## src/rtl/io_pkg.sv

```systemverilog
// Shared definitions for the serial output shifters: FSM encoding and
// legal parameter ranges.
package io_pkg;

  // One-hot FSM state encoding.
  typedef enum logic [3:0] {
    ST_CLEAR = 4'b0001,
    ST_IDLE  = 4'b0010,
    ST_SHIFT = 4'b0100,
    ST_LATCH = 4'b1000
  } state_t;

  localparam int WIDTH_MIN   = 2;
  localparam int WIDTH_MAX   = 64;
  localparam int CLK_DIV_MIN = 1;
  localparam int CLK_DIV_MAX = 255;

  // True when the frame width and clock divider are inside the supported range.
  function automatic bit params_ok(input int width, input int clk_div);
    return (width >= WIDTH_MIN) && (width <= WIDTH_MAX) &&
           (clk_div >= CLK_DIV_MIN) && (clk_div <= CLK_DIV_MAX);
  endfunction

endpackage

```

## src/rtl/serial_shift_out_tick_gen.sv

```systemverilog
// Phase timer: emits a one-cycle tick on the last cycle of every CLK_DIV-cycle
// phase. A stored count of zero means "first cycle of a phase", so the reset
// value and the reload value coincide.
module tick_gen #(
  parameter int CLK_DIV = 8
) (
  input  logic i_clk,
  input  logic i_rst,
  input  logic i_reload,
  output logic o_tick
);

  localparam int CW = $clog2(CLK_DIV + 1);
  localparam logic [CW-1:0] C_DIV = CW'(CLK_DIV);
  localparam logic [CW-1:0] C_ONE = CW'(1);

  logic [CW-1:0] r_cnt;
  logic [CW-1:0] w_cur;

  assign w_cur  = (r_cnt == '0) ? C_DIV : r_cnt;
  assign o_tick = (w_cur == C_ONE);

  // Down-count through the phase; restart on tick or on an FSM state change.
  always_ff @(posedge i_clk or posedge i_rst) begin
    if (i_rst) begin
      r_cnt <= '0;
    end else if (i_reload || o_tick) begin
      r_cnt <= '0;
    end else begin
      r_cnt <= w_cur - C_ONE;
    end
  end

endmodule

```

## src/rtl/serial_shift_out.sv

```systemverilog
// Parallel-to-serial shifter for external shift-register devices (7-seg, LED).
// Clears the device, shifts a WIDTH-bit frame on sclk/sdo, then pulses pen.
module serial_shift_out
  import io_pkg::*;
#(
  parameter int WIDTH     = 16,
  parameter int CLK_DIV   = 8,
  parameter int LSB_FIRST = 0,
  parameter int AUTO      = 0
) (
  input  logic             clk,
  input  logic             rst,
  input  logic [WIDTH-1:0] pdata,
  input  logic             valid,
  output logic             ready,
  output logic             sclk,
  output logic             sdo,
  output logic             pen,
  output logic             sclr,
  output logic             busy,
  output logic             done
);

  localparam int BW = $clog2(WIDTH + 1);
  localparam logic [BW-1:0] LAST_BIT = BW'(WIDTH - 1);
  localparam logic [BW-1:0] SAT_BIT  = BW'(WIDTH);
  localparam logic [BW-1:0] ONE_BIT  = BW'(1);

  if (!params_ok(WIDTH, CLK_DIV)) begin : g_bad_params
    $error("serial_shift_out: WIDTH or CLK_DIV out of range");
  end

  state_t           r_state;
  state_t           w_next;
  logic             w_tick;
  logic             w_chg;
  logic             w_load;
  logic [WIDTH-1:0] r_shadow;
  logic [BW-1:0]    r_bit;
  logic             r_phase;
  logic             r_sdo;
  logic             r_from_latch;

  // Bit n of the frame in transmission order.
  function automatic logic bit_at(input logic [WIDTH-1:0] w, input logic [BW-1:0] n);
    logic [WIDTH-1:0] t;
    if (LSB_FIRST != 0) begin
      t = w >> n;
      return t[0];
    end else begin
      t = w << n;
      return t[WIDTH-1];
    end
  endfunction

  assign w_load = (r_state == ST_IDLE) && valid;
  assign w_chg  = (w_next != r_state);

  tick_gen #(
    .CLK_DIV(CLK_DIV)
  ) u_tick (
    .i_clk   (clk),
    .i_rst   (rst),
    .i_reload(w_chg),
    .o_tick  (w_tick)
  );

  // State register.
  always_ff @(posedge clk or posedge rst) begin
    if (rst) begin
      r_state <= ST_CLEAR;
    end else begin
      r_state <= w_next;
    end
  end

  // Next-state decode and state-derived outputs.
  always_comb begin
    w_next = r_state;
    ready  = 1'b0;
    busy   = 1'b1;
    sclk   = 1'b0;
    pen    = 1'b0;
    sclr   = 1'b1;
    done   = 1'b0;
    sdo    = r_sdo;
    case (r_state)
      ST_CLEAR: begin
        sclr = 1'b0;
        if (w_tick) w_next = ST_IDLE;
      end
      ST_IDLE: begin
        ready = 1'b1;
        busy  = 1'b0;
        done  = r_from_latch;
        if (w_load || (AUTO != 0)) w_next = ST_SHIFT;
      end
      ST_SHIFT: begin
        sclk = r_phase;
        if (w_tick && r_phase && (r_bit == LAST_BIT)) w_next = ST_LATCH;
      end
      ST_LATCH: begin
        pen = 1'b1;
        if (w_tick) w_next = ST_IDLE;
      end
      default: begin
        sclr   = 1'b0;
        w_next = ST_CLEAR;
      end
    endcase
  end

  // Frame datapath: shadow capture, bit/phase counters and the sdo register.
  always_ff @(posedge clk or posedge rst) begin
    if (rst) begin
      r_shadow     <= '0;
      r_bit        <= '0;
      r_phase      <= 1'b0;
      r_sdo        <= 1'b0;
      r_from_latch <= 1'b0;
    end else begin
      r_from_latch <= (r_state == ST_LATCH) && (w_next == ST_IDLE);
      case (r_state)
        ST_IDLE: begin
          r_bit   <= '0;
          r_phase <= 1'b0;
          if (w_load) r_shadow <= pdata;
          // First bit goes out with the entry into SHIFT; a fresh load wins over the shadow.
          if (w_next == ST_SHIFT) r_sdo <= bit_at(w_load ? pdata : r_shadow, '0);
        end
        ST_SHIFT: begin
          if (w_tick) begin
            if (!r_phase) begin
              r_phase <= 1'b1;
            end else begin
              r_phase <= 1'b0;
              if (r_bit != SAT_BIT) r_bit <= r_bit + ONE_BIT;
              // After the final bit sdo holds its value through LATCH.
              if (r_bit != LAST_BIT) r_sdo <= bit_at(r_shadow, r_bit + ONE_BIT);
            end
          end
        end
        default: begin
          r_bit   <= '0;
          r_phase <= 1'b0;
        end
      endcase
    end
  end

endmodule

```

## config.mk

```make
export PLATFORM = sky130hd
export DESIGN_NAME = serial_shift_out
export DESIGN_NICKNAME = d
export VERILOG_FILES = /design/src/rtl/io_pkg.sv /design/src/rtl/serial_shift_out_tick_gen.sv /design/src/rtl/serial_shift_out.sv
export SDC_FILE = /design/constraint.sdc
export NUM_CORES = 1
export LEC_CHECK = 0
export ABC_CLOCK_PERIOD_IN_PS = 4700
export BUFFER_PORTS_ARGS = -buffer_cell sky130_fd_sc_hd__clkbuf_2
export CELL_PAD_IN_SITES_DETAIL_PLACEMENT = 1
export CELL_PAD_IN_SITES_GLOBAL_PLACEMENT = 1
export CORE_ASPECT_RATIO = 1.25
export CORE_MARGIN = 4
export CORE_UTILIZATION = 30
export CTS_CLUSTER_SIZE = 10
export DETAILED_ROUTE_END_ITERATION = 10
export HOLD_SLACK_MARGIN = 0.06
export PLACE_DENSITY_LB_ADDON = 0.1
export SLEW_MARGIN = 40
export SYNTH_ARGS = -nofsm -noshare
export SYNTH_HDL_FRONTEND = slang
export SYNTH_SLANG_ARGS = --single-unit
export TNS_END_PERCENT = 10
```

## constraint.sdc

```tcl
create_clock -name clk -period 4.7 [get_ports clk]
set_input_delay 0.235 -clock clk [delete_from_list [all_inputs] [get_ports clk]]
set_output_delay 0.235 -clock clk [all_outputs]
set_load 0.01 [all_outputs]
```

==> reports/results.ini <==
[outcome]
run_status=finished, final reports clean

[sta]
rsz0062_at_grt=false
setup_tns_ps=0
period_share_pct=47.1
fmax_mhz=452
timing.hold.ws_ps=183
slew_headroom_pct=60.9
finalMaxSlewViolations=0
period_minus_slack_ps=2210
finalHoldViolations=0
setup_viol=0
fin_skew_ps=4.70
tightest_slew_ps=585

[synth]
syn_area_um2=1720
ys.flop_type=dfrtp_1
synth_cells=144
ys_ff_latch=32
yosysWarnings=0
synth-edff-count=0
syn_nets=168
synth_seq_area_share_pct=46.6
yosysUniqueCellTypes=40
synthArstFlopShare_pct=100
syn_area_per_cell_um2=12.0

[floorplan]
initial_core_util_pct=31.4
die_height_um=92.7
die_w_um=75.8
top_level_ports=26
dieArea_um2=7020
core_area_um2=5480
rows=30

[routing]
top_layer=met4
viasPerCell=4.95
dr_wl_met2_um=1960
routed-wl-met3_um=180
vias=1178
drt-total-wl_um=3790
met1Wirelength_um=1610
postRouteAntennaNets=0
drt-initial-drc-count=43
first_pass_iters=3
drc=0
wl_per_cell_um=15.9

[cts]
clock-sinks=32
htree_num_levels=2
cts.clk_slew.worst_paths_ps=70
clkLatencyLatePin_ps=280
cts_max_path_buffers=2
cts_tree=built
cts_root_buffer=clkbuf_8
cts_buffers=5

[cells_and_area]
nets=197
area_growth_pct=16.4
antenna_cells=0
fin_cells=238
layout_commonest_cell=dfrtp_1
layout_common_cells=31 x dfrtp_1, 25 x clkbuf_2, 16 x mux2_2, 13 x inv_1, 10 x nor2_1
fill_cells=604
drive_above_1_share_pct=36.2

[worst_setup_path]
cp_top_family=multiplexers
cp-end-kind=flop
crit_fanout=8
start_kind=flop
crit_path_top_delay_cell=dfrtp_1
crit_type=flop to flop
slowest_delay_ps=570
crit_arrival_ps=2380
critical_path_required_ps=4860
cp_cell_sequence=inv_1 > ha_1 > mux4_2 > mux2i_1 > mux2_2 > o211ai_2
crit_buf_inv=1

[place]
portBuffers=25
gp_congestion=0.753
dp.cells=229
dp_hpwl_um=2880

[grt]
grt_remaining_overflow=0
grt_pass1_vias=1353
antenna_found_initial=0
grt_pass1_wl_um=6490
grt_max_degree=33
grtUsageTotal_pct=12.1

[pwr]
power_density_nw_per_um2=483
ir_worst_vdd_mv=0.204
power.leakage_nw=0.871

[run]
cap_viol_max_count=0

[hold_path]
hp-class=input pin to flop

worst reg2reg max path, cell delays in order (launching register included):
cell      delay (ps)
dfrtp_1          570
inv_1             90
ha_1             460
mux4_2           560
mux2i_1          140
mux2_2           190
o211ai_2          80
sequential cells by signal (all words and copies together), names as in the netlist:
register	cells
r_state	4
r_bit	5
r_shadow	16
r_from_latch	1
r_phase	1
sdo	1
u_tick.r_cnt	4
metal layers:
metal | GRT usage, % | vias up
li1 | - | 569
met1 | 14.6 | 585
met2 | 20.0 | 20
met3 | 3.58 | 4
met4 | 3.94 | 0
met5 | 0 | -
cells in the mapped netlist (2+ instances only):
master    count  area [um^2]
a22oi_1       2         15.0
o21ai_0       4         20.0
dfrtp_1      31          776
nor2_1       10         37.5
ha_1          5         62.6
nor3_1        2         10.0
inv_1        13         48.8
nand3_1       5         25.0
buf_2         3         15.0
xnor2_1       4         35.0
or4b_1        2         20.0
mux2_2       16          180
nand3b_1      2         15.0
nand2_1       6         22.5
nor4b_4       2         47.6
or3_1         3         18.8
mux2i_1       3         30.0
a31oi_1       2         12.5
mux4_2        4         90.1
a21oi_1       4         20.0
and2_1        2         12.5
layout make-up:
class / instances / area [um^2] / share of cell area, %
well taps: 64 / 80.1 / 4.00
repair buffers: 27 / 143 / 7.12
flip-flops and latches: 32 / 802 / 40.0
clock buffers: 7 / 86.3 / 4.31
inverters: 13 / 48.8 / 2.43
clock inverters: 1 / 7.51 / 0.375
multi-input cells: 94 / 837 / 41.8
stage by stage:
stage / total power, mW / setup slack (ps) / util [%] / area (um^2)
floorplan: 0.672 / 2770 / - / 1720
global placement: 0.740 / 2490 / 34.7 / 1900
detailed placement: 0.756 / 2480 / 34.7 / 1900
CTS: 0.986 / 2450 / 36.6 / 2000
global route: 1.04 / 2290 / 36.6 / 2000
finish: 0.968 / 2490 / 36.6 / 2000
worst paths after layout:
check / slack (ps) / from / depth (start not counted) / end
worst max-delay path: 2490 / r_bit[0]$_DFFE_PP0P_ / 6 / sdo$_DFFE_PP0P_
worst min-delay path: 180 / pdata[8] / 2 / r_shadow[8]$_DFFE_PP0P_
worst max register to register: 2490 / r_bit[0]$_DFFE_PP0P_ / 6 / sdo$_DFFE_PP0P_
worst min register to register: 500 / r_shadow[3]$_DFFE_PP0P_ / 1 / r_shadow[3]$_DFFE_PP0P_
max in group asynchronous: 3800 / rst / 4 / r_state[0]$_DFF_PP1_
min in group asynchronous: 580 / rst / 4 / r_state[2]$_DFF_PP0_
kinds of logic (layout without fill, tap and decap cells):
group	after synthesis	after routing	synth area share, %
AOI/OAI and AO/OA	22	22	10.5
xor gates and xnor gates	5	5	2.54
adders and majority gates	5	5	3.63
buffers and inverters	18	48	4.80
DFF	32	32	46.6
muxes	23	23	17.4
and+or+nand+nor	39	39	14.5
what timing repair did:
item                      4_1_cts  5_1_grt
hold endpoints to repair       31        0
resized for setup               0        0
hold buffers                    1        0
setup buffers                   0        0
power by group:
part | switching, mW | internal [mW]
Combinational | 0.135 | 0.167
Sequential | 0.0689 | 0.374
Clock | 0.105 | 0.119
Total | 0.308 | 0.660
Note: power is estimated with default switching activity, not from simulation.
